File: src/rtl/i2s_rx_deserializer_if.sv
// Bundle of the raw I2S receive lines and the decoded stereo sample outputs.
// The deserializer uses the slave view; the codec side/bench uses master.
interface i2s_rx_deserializer_if #(
   parameter int SAMPLE_WIDTH = 24
);
   logic                    i2s_bclk;
   logic                    i2s_lr;
   logic                    i2s_sdata;
   logic [SAMPLE_WIDTH-1:0] line_in_l;
   logic [SAMPLE_WIDTH-1:0] line_in_r;
   logic                    new_sample;
   logic                    frame_error;

   modport master (
      output i2s_bclk, i2s_lr, i2s_sdata,
      input  line_in_l, line_in_r, new_sample, frame_error
   );

   modport slave (
      input  i2s_bclk, i2s_lr, i2s_sdata,
      output line_in_l, line_in_r, new_sample, frame_error
   );
endinterface

File: src/rtl/i2s_rx_deserializer.sv
// I2S ADC-stream deserializer: oversamples bclk/lr/sdata in the clk domain and
// emits a left/right sample pair with a one-cycle new_sample strobe per frame.
module i2s_rx_deserializer #(
   parameter int SAMPLE_WIDTH = 24,
   parameter int SYNC_STAGES  = 2
) (
   input logic                  clk,
   input logic                  reset,
   i2s_rx_deserializer_if.slave bus
);
   localparam int CNT_W = $clog2(SAMPLE_WIDTH + 1);
   localparam logic [CNT_W-1:0] FULL_CNT = CNT_W'(SAMPLE_WIDTH);
   localparam logic [CNT_W-1:0] LAST_CNT = CNT_W'(SAMPLE_WIDTH - 1);

   logic [SYNC_STAGES-1:0]  bclk_sync_reg;
   logic [SYNC_STAGES-1:0]  lr_sync_reg;
   logic [SYNC_STAGES-1:0]  sdata_sync_reg;
   logic                    bclk_s;
   logic                    lr_s;
   logic                    sdata_s;
   logic                    bclk_d_reg;
   logic                    rise;
   logic                    rise_reg;
   logic                    lr_reg;
   logic                    sdata_reg;
   logic                    have_lr_reg;
   logic                    lr_prev_reg;
   logic                    armed_reg;
   logic                    left_valid_reg;
   logic [CNT_W-1:0]        bit_cnt_reg;
   logic [SAMPLE_WIDTH-1:0] shift_reg;
   logic [SAMPLE_WIDTH-1:0] left_hold_reg;
   logic [SAMPLE_WIDTH-1:0] line_in_l_reg;
   logic [SAMPLE_WIDTH-1:0] line_in_r_reg;
   logic [SAMPLE_WIDTH-1:0] word_next;
   logic                    new_sample_reg;
   logic                    frame_error_reg;

   assign bclk_s    = bclk_sync_reg[SYNC_STAGES-1];
   assign lr_s      = lr_sync_reg[SYNC_STAGES-1];
   assign sdata_s   = sdata_sync_reg[SYNC_STAGES-1];
   assign rise      = bclk_s & ~bclk_d_reg;
   assign word_next = {shift_reg[SAMPLE_WIDTH-2:0], sdata_reg};

   always_ff @(posedge clk) begin
      if (reset) begin
         bclk_sync_reg  <= '0;
         lr_sync_reg    <= '0;
         sdata_sync_reg <= '0;
         bclk_d_reg     <= 1'b0;
         rise_reg       <= 1'b0;
         lr_reg         <= 1'b0;
         sdata_reg      <= 1'b0;
      end else begin
         bclk_sync_reg  <= {bclk_sync_reg[SYNC_STAGES-2:0], bus.i2s_bclk};
         lr_sync_reg    <= {lr_sync_reg[SYNC_STAGES-2:0], bus.i2s_lr};
         sdata_sync_reg <= {sdata_sync_reg[SYNC_STAGES-2:0], bus.i2s_sdata};
         bclk_d_reg     <= bclk_s;
         // Edge strobe and its lr/data are pipelined together, so the
         // decode below always sees a coherent snapshot of one bclk rise.
         rise_reg       <= rise;
         lr_reg         <= lr_s;
         sdata_reg      <= sdata_s;
      end
   end

   always_ff @(posedge clk) begin
      if (reset) begin
         have_lr_reg     <= 1'b0;
         lr_prev_reg     <= 1'b0;
         armed_reg       <= 1'b0;
         left_valid_reg  <= 1'b0;
         bit_cnt_reg     <= '0;
         shift_reg       <= '0;
         left_hold_reg   <= '0;
         line_in_l_reg   <= '0;
         line_in_r_reg   <= '0;
         new_sample_reg  <= 1'b0;
         frame_error_reg <= 1'b0;
      end else begin
         new_sample_reg  <= 1'b0;
         frame_error_reg <= 1'b0;
         if (rise_reg) begin
            if (!have_lr_reg) begin
               have_lr_reg <= 1'b1;
               lr_prev_reg <= lr_reg;
            end else if (lr_reg != lr_prev_reg) begin
               // One-bit-delay slot: its data belongs to the previous word.
               if (armed_reg && (bit_cnt_reg < FULL_CNT)) begin
                  frame_error_reg <= 1'b1;
                  if (!lr_prev_reg) begin
                     left_valid_reg <= 1'b0;
                  end
               end
               bit_cnt_reg <= '0;
               armed_reg   <= 1'b1;
               lr_prev_reg <= lr_reg;
            end else if (armed_reg && (bit_cnt_reg < FULL_CNT)) begin
               shift_reg   <= word_next;
               bit_cnt_reg <= bit_cnt_reg + CNT_W'(1);
               if (bit_cnt_reg == LAST_CNT) begin
                  if (!lr_prev_reg) begin
                     left_hold_reg  <= word_next;
                     left_valid_reg <= 1'b1;
                  end else if (left_valid_reg) begin
                     line_in_l_reg  <= left_hold_reg;
                     line_in_r_reg  <= word_next;
                     new_sample_reg <= 1'b1;
                     left_valid_reg <= 1'b0;
                  end
               end
            end
         end
      end
   end

   assign bus.line_in_l   = line_in_l_reg;
   assign bus.line_in_r   = line_in_r_reg;
   assign bus.new_sample  = new_sample_reg;
   assign bus.frame_error = frame_error_reg;
endmodule

File: src/flat_wrapper.sv
// flat-port wrapper written by rule: the top's interface ports become plain ports
module i2s_rx_deserializer_flat 
#(
   parameter int SAMPLE_WIDTH = 24,
   parameter int SYNC_STAGES  = 2
)
  (clk, reset, bus_i2s_bclk, bus_i2s_lr, bus_i2s_sdata, bus_line_in_l, bus_line_in_r, bus_new_sample, bus_frame_error);
  i2s_rx_deserializer_if #(.SAMPLE_WIDTH(SAMPLE_WIDTH)) bus_i ();
  input logic clk;
  input logic reset;
  input wire logic [$bits(bus_i.i2s_bclk)-1:0] bus_i2s_bclk;
  input wire logic [$bits(bus_i.i2s_lr)-1:0] bus_i2s_lr;
  input wire logic [$bits(bus_i.i2s_sdata)-1:0] bus_i2s_sdata;
  output wire logic [$bits(bus_i.line_in_l)-1:0] bus_line_in_l;
  output wire logic [$bits(bus_i.line_in_r)-1:0] bus_line_in_r;
  output wire logic [$bits(bus_i.new_sample)-1:0] bus_new_sample;
  output wire logic [$bits(bus_i.frame_error)-1:0] bus_frame_error;
  assign bus_i.i2s_bclk = bus_i2s_bclk;
  assign bus_i.i2s_lr = bus_i2s_lr;
  assign bus_i.i2s_sdata = bus_i2s_sdata;
  assign bus_line_in_l = bus_i.line_in_l;
  assign bus_line_in_r = bus_i.line_in_r;
  assign bus_new_sample = bus_i.new_sample;
  assign bus_frame_error = bus_i.frame_error;
  i2s_rx_deserializer #(.SAMPLE_WIDTH(SAMPLE_WIDTH), .SYNC_STAGES(SYNC_STAGES)) u_core (.clk(clk), .reset(reset), .bus(bus_i));
endmodule
File: config.mk
export PLATFORM = sky130hd
export DESIGN_NAME = i2s_rx_deserializer_flat
export DESIGN_NICKNAME = d
export VERILOG_FILES = /design/src/rtl/i2s_rx_deserializer_if.sv /design/src/rtl/i2s_rx_deserializer.sv /design/src/flat_wrapper.sv
export SDC_FILE = /design/constraint.sdc
export NUM_CORES = 1
export LEC_CHECK = 0
export BUFFER_PORTS_ARGS = -buffer_cell sky130_fd_sc_hd__buf_4
export CORE_AREA = 4 4 75 147
export CTS_CLUSTER_DIAMETER = 60
export DETAILED_ROUTE_END_ITERATION = 10
export DIE_AREA = 0 0 79 151
export GPL_ROUTABILITY_DRIVEN = 0
export PLACE_DENSITY = 0.77
export SYNTH_ARGS = -nofsm -noshare
export SYNTH_HDL_FRONTEND = slang
export SYNTH_SLANG_ARGS = --single-unit
File: constraint.sdc
create_clock -name clk -period 5.95 [get_ports clk]
set_clock_uncertainty 0.1 [all_clocks]
set_input_delay 0.2975 -clock clk [delete_from_list [all_inputs] [get_ports clk]]
set_output_delay 0.2975 -clock clk [all_outputs]
set_load 0.005 [all_outputs]
==> impl_metrics.tcl, run 1 <==
set metrics [dict create \
    power.static_leakage_nw 2.31 \
    final_util_pct 55.9 \
    dp_hpwl_um 5600 \
    dp_worst_setup_slack_ns 3.12 \
    fin_cells 639 \
    path_class "reg2reg" \
    nets 499 \
    cts_setup_buffers 0 \
    num-fill-cells 909 \
    cp_data_required_time_ns 6.17 \
    yosysSeqAreaShare_pct 50.6 \
    synth.area.top_cells "dfxtp_1, mux2i_1, nand2b_1, a21oi_1, o21ai_0" \
    placed_cells 605 \
    die-area_um2 11900 \
    whs_path_depth 2 \
    hold_violations 0 \
    num_rows 52 \
    coreArea_um2 10000 \
    synth-edff-count 0 \
    cts_resized 0 \
    synth_seq_cells 116 \
    cts-root-buf "clkbuf_16" \
    drt-initial-drc-count 165 \
    cts_tree "yes" \
    total_power_w 0.00183 \
    avgViaCountPerCell 5.01 \
    synth_top_cell_by_area "dfxtp_1" \
    antennaDiodeCount 0 \
    portBuffers 54 \
    clkLatencyLatePin_ns 0.41 \
    tritoncts.num_buffers 17 \
    mostFrequentLayoutCells "dfxtp_1, nand2b_1, mux2i_1" \
    arrival_ns 3.11 \
    grt_pass1_vias 3097 \
    status "finished clean" \
    tns_ns 0 \
    overflow 0 \
    drv_cap 0 \
    io_pins 55 \
    postSynthCellCount 450 \
    cts_max_path_buffers 2 \
    drive_gt1_share_pct 17.7 \
    antenna_found_initial 0 \
    crit_chain "and3_1 > and3_1 > buf_4 > mux2i_1" \
    reg2regPathDepth 4 \
    cp_slowest_cell "and3_1" \
    ys.flop_type "dfxtp_1" \
    finalSetupViolations 0 \
    cts.clk_slew.worst_paths_ns 0.05 \
    max_freq_ghz 0.346 \
    vias 3204 \
    grt_pass1_wl_um 14200 \
    cp_slowest_stage_delay_ns 0.92 \
    min_period_ns 2.89 \
    multi_input_area_um2 2060 \
    grt_usage_pct 15.4 \
    synth_nets 458 \
    final_common_cell "dfxtp_1" \
    syn_avg_cell_area_um2 10.2 \
    synth_cell_types 32 \
    crit_path_end_kind "flop" \
    postRouteAntennaNets 0 \
    ff_latch_area_um2 2320 \
    cts_sinks 116 \
    syn_to_final_growth_pct 22.0 \
    cts_htree_levels 4 \
    synth_area_um2 4590 \
    p_per_area_nw_per_um2 327 \
    period_share_pct 48.5 \
    rsz0062_at_grt "no" \
    drc 0 \
    hp-class "in2reg" \
    async_flop_share_pct 0 \
    firstDrtPassIters 4 \
    peakVddDrop_mv 0.238 \
    dieHeight_um 151 \
    synth_warnings 0 \
    crit_top_cell "and3_1" \
    avgRoutedWirePerCell_um 13.6 \
    synth.top_cell.area_share_pct 50.6 \
    path_max_fanout 30 \
    crit_path_start_kind "flop" \
    holdBufCountCts 2 \
    die_w_um 79 \
    layout_setup_ws_ns 3.06 \
    drv_slew 0 \
    grt_max_degree 141 \
    initial_core_util_pct 45.8 \
    worstMarginPinSlew_ns 1.21 \
    relSlewSlack_pct 19.3 \
    wl_um 8710 \
]
## synthesized netlist by cell type (4+ instances only)
library cell / count
nor2_1: 4
nand2b_1: 98
o21ai_0: 28
nor2b_1: 11
clkbuf_1: 24
a21oi_1: 28
buf_8: 4
inv_1: 4
mux2i_1: 73
buf_2: 5
nand3_1: 26
dfxtp_1: 116
## through the flow
step                hold WS (ns)  cell area [um2]
detailed placement         0.273             4980
global route              0.0393             5600
finish                    0.0191             5600
floorplan                  0.267             4590
global placement           0.275             4980
CTS                       0.0138             5600
## power by group
group	internal, W	switching (W)	total (W)
sequential	0.000780	0.00000112	0.000781
clock	0.000666	0.000351	0.00102
combinational	0.0000145	0.0000156	0.0000301
## logic make-up after synthesis
family                   share of synthesized area (%)
AND/OR/NAND/NOR                                   20.7
flip-flops                                        50.6
multiplexers                                      15.9
AO/OA/AOI/OAI                                     7.44
buffers and inverters                             4.55
adder cells (fa/ha/maj)                          0.818
## critical path: cells and delay by family (launching register included)
kind	cells	cell delay, ns
flops	1	0.41
simple gates	2	1.65
mux	1	0.26
buf+inv	1	0.37
## worst paths after layout
check	slack, ns	end	from
min reg2reg	0.28	u_core.rise_reg$_SDFF_PP0_	u_core.bclk_d_reg$_SDFF_PP0_
max reg2reg	3.06	u_core.left_hold_reg[20]$_SDFFE_PP0P_	u_core.rise_reg$_SDFF_PP0_
min	0.02	u_core.bclk_sync_reg[0]$_SDFF_PP0_	bus_i2s_bclk
max	3.06	u_core.left_hold_reg[20]$_SDFFE_PP0P_	u_core.rise_reg$_SDFF_PP0_
## cell type report
type / instances / area share [%]
clock inverter: 13 / 2.84
sequential: 116 / 41.5
clock buffer: 19 / 7.91
tap: 135 / 3.02
multi-input combinational: 295 / 36.8
inverter: 4 / 0.268
timing repair buffer: 57 / 7.73
## layer usage
layer	wire length [um]	vias to the layer above	share of wire, %	track usage (%)
met3	342	16	3.9	4.52
met4	206	0	2.4	8.69
met5	0	-	0	0
met2	4700	67	54	27.6
li1	-	1614	-	-
met1	3470	1507	40	15.5
(Power assumes the default switching activity.)
==> inputs of run 2 (changes only) <==
--- a/config.mk
+++ b/config.mk
@@ -11,7 +11,7 @@
 export DETAILED_ROUTE_END_ITERATION = 10
 export DIE_AREA = 0 0 79 151
 export GPL_ROUTABILITY_DRIVEN = 0
-export PLACE_DENSITY = 0.77
+export PLACE_DENSITY = 0.79
 export SYNTH_ARGS = -nofsm -noshare
 export SYNTH_HDL_FRONTEND = slang
 export SYNTH_SLANG_ARGS = --single-unit
==> constraint.sdc (replaced) <==
create_clock -name clk -period 2.51 [get_ports clk]
set_clock_uncertainty 0.1 [all_clocks]
set_input_delay 0.1255 -clock clk [delete_from_list [all_inputs] [get_ports clk]]
set_output_delay 0.1255 -clock clk [all_outputs]
set_load 0.005 [all_outputs]
==> impl_metrics.tcl, run 2 (synthesis gave the netlist of run 1 again) <==
set metrics [dict create \
    path_class "reg2reg" \
    num_rows 52 \
    path_max_fanout 46 \
    cts_max_path_buffers 2 \
    grt_max_degree 141 \
    use_met2_pct 28.9 \
    p_int_w 0.00356 \
    max_freq_ghz 0.433 \
    coreArea_um2 10000 \
    min_period_ns 2.31 \
    cp_slowest_stage_delay_ns 0.93 \
    vias 3296 \
    worstMarginPinSlew_ns 1.02 \
    place_area_um2 5020 \
    dieHeight_um 151 \
    peakVddDrop_mv 0.482 \
    cts_sinks 116 \
    cts_htree_levels 4 \
    tns_ns 0 \
    cp_slowest_cell "or4_4" \
    arrival_ns 2.53 \
    p_clk_share_pct 56.3 \
    relSlewSlack_pct 31.9 \
    final_common_cell "dfxtp_1" \
    drt-initial-drc-count 202 \
    antenna_found_initial 0 \
    pwr-share-comb_pct 1.7 \
    cts_resized 0 \
    grt_usage_pct 16.4 \
    power.static_leakage_nw 2.34 \
    rsz0062_at_grt "no" \
    postRouteAntennaNets 0 \
    p_per_area_nw_per_um2 779 \
    die-area_um2 11900 \
    cp.buffers_inverters 1 \
    hold_violations 0 \
    clkLatencyLatePin_ns 0.41 \
    finalSetupViolations 0 \
    swShare_pct 19.3 \
    grt_use_met1_pct 17.1 \
    drv_cap 0 \
    wl_um 8970 \
    firstDrtPassIters 5 \
    cts.clk_slew.worst_paths_ns 0.05 \
    hp-class "in2reg" \
    die_w_um 79 \
    crit_path_end_kind "flop" \
    io_pins 55 \
    avgViaCountPerCell 5.13 \
    initial_core_util_pct 45.8 \
    drive_gt1_share_pct 17.7 \
    tritoncts.num_buffers 17 \
    status "finished clean" \
    top_usage_layer "met2" \
    mostFrequentLayoutCells "dfxtp_1, nand2b_1, mux2i_1" \
    nets 504 \
    crit_chain "inv_1 > ha_1 > or4_4 > mux2i_1" \
    drc 0 \
    portBuffers 54 \
    crit_path_start_kind "flop" \
    syn_to_final_growth_pct 23.3 \
    final_util_pct 56.5 \
    period_share_pct 92.0 \
    grt_pass1_vias 3362 \
    cts_tree "yes" \
    grt_pass1_wl_um 15400 \
    cp_top_family "simple AND/OR/NAND/NOR gates" \
    power.switching_w 0.000850 \
    overflow 0 \
    cts-root-buf "clkbuf_16" \
    antennaDiodeCount 0 \
    avgRoutedWirePerCell_um 14.0 \
    use_met3_pct 5.77 \
    dp_hpwl_um 5510 \
    drv_slew 0 \
    worst_hold_slack_ns 0.284 \
    seqPwrFrac_pct 42.0 \
    cp_data_required_time_ns 2.73 \
    design_area_um2 5660 \
]
[run 2: final timing paths]
| path | from | endpoint | slack (ns) | depth (start not counted) |
|---|---|---|---|---|
| worst min-delay path | reset | u_core.lr_sync_reg[0]$_SDFF_PP0_ | 0.28 | 2 |
| worst max register to register | u_core.lr_prev_reg$_SDFFE_PP0P_ | u_core.bus.line_in_r[17]$_SDFFE_PP0P_ | 0.20 | 4 |
| worst max-delay path | u_core.lr_prev_reg$_SDFFE_PP0P_ | u_core.bus.line_in_r[17]$_SDFFE_PP0P_ | 0.20 | 4 |
| worst min register to register | u_core.bclk_d_reg$_SDFF_PP0_ | u_core.rise_reg$_SDFF_PP0_ | 0.29 | 1 |
[run 2: repair_timing]
item | in CTS | in global routing
hold buffers | 3 | 0
setup endpoints to repair | 0 | 0
setup buffers | 0 | 0
endpoints found under the hold margin | 3 | 0
[run 2: per-layer routing]
| layer | routed length, um | part of all wire (%) | vias to the layer above |
|---|---|---|---|
| met2 | 4780 | 53 | 82 |
| met4 | 211 | 2.4 | 0 |
| met1 | 3510 | 39 | 1564 |
| met5 | 0 | 0 | - |
| li1 | - | - | 1628 |
| met3 | 475 | 5.3 | 22 |
[run 2: stage by stage]
| step | setup WS [ns] | power [W] | std cells |
|---|---|---|---|
| finish | 0.200 | 0.00441 | 643 |
| floorplan | 0.485 | 0.00195 | 450 |
| CTS | 0.196 | 0.00445 | 643 |
| detailed placement | 0.232 | 0.00196 | 609 |
| global route | 0.0934 | 0.00455 | 643 |
| global placement | 0.309 | 0.00196 | 609 |
[run 2: power groups by stage]
stage	Sequential, W	Combinational (W)	Clock, W
after global routing	0.00185	0.0000813	0.00261
after CTS	0.00185	0.0000739	0.00252
final	0.00185	0.0000731	0.00248
after floorplan	0.00189	0.0000575	0
after detailed placement	0.00189	0.0000703	0
after global placement	0.00189	0.0000684	0
[run 2: area by class of cell]
type,count,area [um2]
Fill cell,896,4360
Multi-Input combinational cell,295,2060
Clock buffer,21,450
Timing Repair Buffer,62,485
Inverter,4,15.0
Clock inverter,10,156
Tap cell,135,169
Sequential cell,116,2320
==> inputs of run 3 (changes only) <==
--- a/config.mk
+++ b/config.mk
@@ -5,13 +5,14 @@
 export SDC_FILE = /design/constraint.sdc
 export NUM_CORES = 1
 export LEC_CHECK = 0
+export ABC_AREA = 1
 export BUFFER_PORTS_ARGS = -buffer_cell sky130_fd_sc_hd__buf_4
-export CORE_AREA = 4 4 75 147
+export CORE_AREA = 4 4 75 146
 export CTS_CLUSTER_DIAMETER = 60
 export DETAILED_ROUTE_END_ITERATION = 10
-export DIE_AREA = 0 0 79 151
+export DIE_AREA = 0 0 79 150
 export GPL_ROUTABILITY_DRIVEN = 0
-export PLACE_DENSITY = 0.79
+export PLACE_DENSITY = 0.76
 export SYNTH_ARGS = -nofsm -noshare
 export SYNTH_HDL_FRONTEND = slang
 export SYNTH_SLANG_ARGS = --single-unit
==> constraint.sdc (replaced) <==
create_clock -name clk -period 2.3 [get_ports clk]
set_clock_uncertainty 0.1 [all_clocks]
set_input_delay 0.115 -clock clk [delete_from_list [all_inputs] [get_ports clk]]
set_output_delay 0.115 -clock clk [all_outputs]
set_load 0.005 [all_outputs]
==> impl_metrics.tcl, run 3 <==
set metrics [dict create \
    clkLatencyLatePin_ns 0.41 \
    overflow 0 \
    p_per_area_nw_per_um2 848 \
    firstDrtPassIters 5 \
    async_flop_share_pct 0 \
    die_w_um 79 \
    cp_data_required_time_ns 2.49 \
    die-area_um2 11900 \
    dp_hpwl_um 6740 \
    tritoncts.num_buffers 17 \
    antennaDiodeCount 0 \
    nets 703 \
    rsz0062_at_grt "no" \
    power.static_leakage_nw 2.71 \
    syn_avg_cell_area_um2 7.02 \
    syn_to_final_growth_pct 26.5 \
    synth.area.top_cells "dfxtp_1, nor2_1, nand2_1, nand3_1, inv_1" \
    crit_chain "inv_1 > ha_1 > inv_1 > nand3_1 > nor2_1 > inv_2 > nor2_1 > nor2_1" \
    cp.buffers_inverters 3 \
    peakVddDrop_mv 0.594 \
    grt_pass1_vias 3997 \
    whs_path_depth 2 \
    hp-class "reg2reg" \
    max_freq_ghz 0.526 \
    path_class "reg2reg" \
    portBuffers 54 \
    worstReg2RegEnd "u_core.shift_reg[11]$_SDFFE_PP0P_" \
    drive_gt1_share_pct 13.8 \
    vias 4027 \
    synth_seq_cells 116 \
    synth_top_cell_by_area "dfxtp_1" \
    grt_usage_pct 18.5 \
    avgViaCountPerCell 4.79 \
    ff_latch_area_um2 2320 \
    synth.top_cell.area_share_pct 51.3 \
    cts_setup_buffers 0 \
    yosys.cell_count.top_type "nor2_1" \
    synth_area_um2 4530 \
    worstSetupPathDepth 8 \
    drc 0 \
    synth-edff-count 0 \
    initial_core_util_pct 46.1 \
    cp_top_family "simple AND/OR/NAND/NOR gates" \
    period_share_pct 82.7 \
    path_max_fanout 23 \
    worstMarginPinSlew_ns 0.502 \
    cts_sinks 116 \
    design_area_um2 5730 \
    cts_htree_levels 4 \
    holdBufCountCts 7 \
    grt_max_degree 71 \
    worstSetupEndpoint "u_core.shift_reg[11]$_SDFFE_PP0P_" \
    cts_tree "yes" \
    drv_cap 0 \
    drv_slew 0 \
    tns_ns 0 \
    cts.clk_slew.worst_paths_ns 0.05 \
    cp_slowest_stage_delay_ns 0.37 \
    min_period_ns 1.90 \
    synth_warnings 0 \
    ys.flop_type "dfxtp_1" \
    grt_pass1_wl_um 17200 \
    mostFrequentLayoutCells "nor2_1, dfxtp_1, nand2_1" \
    finalSetupViolations 0 \
    reg2regPathDepth 8 \
    crit_top_cell "nor2_1" \
    coreArea_um2 9830 \
    cts_resized 0 \
    crit_path_end_kind "flop" \
    io_pins 55 \
    num_rows 51 \
    cp_slowest_cell "dfxtp_1" \
    synth_cell_types 20 \
    avgRoutedWirePerCell_um 12.0 \
    cts-root-buf "clkbuf_16" \
    place_area_um2 5030 \
    synth_nets 653 \
    hold_violations 0 \
    wl_um 10100 \
    postRouteAntennaNets 0 \
    synth_common_cells "nor2_1, dfxtp_1, nand2_1" \
    dieHeight_um 150 \
    multi_input_area_um2 1780 \
    drt-initial-drc-count 318 \
    postSynthCellCount 645 \
    antenna_found_initial 0 \
    relSlewSlack_pct 66.5 \
    status "finished clean" \
    num-fill-cells 938 \
    final_common_cell "nor2_1" \
    arrival_ns 2.09 \
    cts_max_path_buffers 2 \
    final_util_pct 58.3 \
    critPathLaunch "u_core.lr_prev_reg$_SDFFE_PP0P_" \
    r2r-start "u_core.lr_prev_reg$_SDFFE_PP0P_" \
    crit_path_start_kind "flop" \
    yosysSeqAreaShare_pct 51.3 \
    r2r_setup_slack_ns 0.40 \
]
==> run 3: cell types whose count changed after synthesis, moves of 33 or more <==
cell / previous run / this run
nand3_1: 26 / 59
nand2_1: 1 / 108
mux2i_1: 73 / 0
inv_1: 4 / 66
nand2b_1: 98 / 0
nor2_1: 4 / 209
==> run 3: worst min path at each step <==
stage | from | end | slack, ns
global route | u_core.bclk_d_reg$_SDFF_PP0_ | u_core.rise_reg$_SDFF_PP0_ | 0.31
detailed placement | bus_i2s_sdata | u_core.sdata_sync_reg[0]$_SDFF_PP0_ | 0.23
finish | u_core.bclk_sync_reg[0]$_SDFF_PP0_ | u_core.bclk_sync_reg[1]$_SDFF_PP0_ | 0.30
floorplan | bus_i2s_bclk | u_core.bclk_sync_reg[0]$_SDFF_PP0_ | 0.12
CTS | u_core.bclk_sync_reg[0]$_SDFF_PP0_ | u_core.bclk_sync_reg[1]$_SDFF_PP0_ | 0.30
global placement | bus_i2s_sdata | u_core.sdata_sync_reg[0]$_SDFF_PP0_ | 0.21
==> run 3: per-layer routing <==
metal  part of all wire, %  global-route usage, %
met5                     0                      0
met4                   3.8                   10.6
met3                   3.7                   5.72
met2                    55                   34.1
met1                    37                   17.6
==> run 3: per-stage QoR <==
stage / hold WS [ns] / instances / power, W / worst slack (ns)
after floorplan: 0.122 / 645 / 0.00212 / 0.555
after global placement: 0.214 / 801 / 0.00214 / 0.476
after detailed placement: 0.226 / 801 / 0.00214 / 0.397
after CTS: 0.305 / 840 / 0.00491 / 0.398
after global routing: 0.312 / 840 / 0.00500 / 0.200
final: 0.300 / 840 / 0.00486 / 0.399
==> run 3: final cells by class <==
class                   count  area share, %
repair buffers             68           10.1
flip-flops and latches    116           40.5
inverters                  68           4.46
well taps                 132           2.88
multi-input cells         424           31.1
clock buffers              22           8.28
clock inverters            10           2.66
==> run 3: kinds of logic (layout without fill, tap and decap cells) <==
kind of cell	count (synthesis)	count (layout)	share of synthesized area (%)
AND/OR/NAND/NOR	384	384	33.9
adder cells (fa/ha/maj)	3	3	0.829
buffers and inverters	105	168	9.78
AO/OA/AOI/OAI	37	37	4.20
flip-flops	116	116	51.3
==> run 3: worst min-delay path: cells and delay by family (launching register included) <==
kind                   cells  cell delay, ns
buffers and inverters      1            0.04
AND/OR/NAND/NOR            1            0.03
flip-flops                 1            0.29
==> run 3: report_power, final <==
group          internal (W)  switching, W  leakage [nW]  total [W]
sequential          0.00202    0.00000363         0.936    0.00202
clock               0.00189      0.000865         0.310    0.00275
combinational     0.0000318     0.0000508          1.47  0.0000827
total               0.00394      0.000920          2.71    0.00486
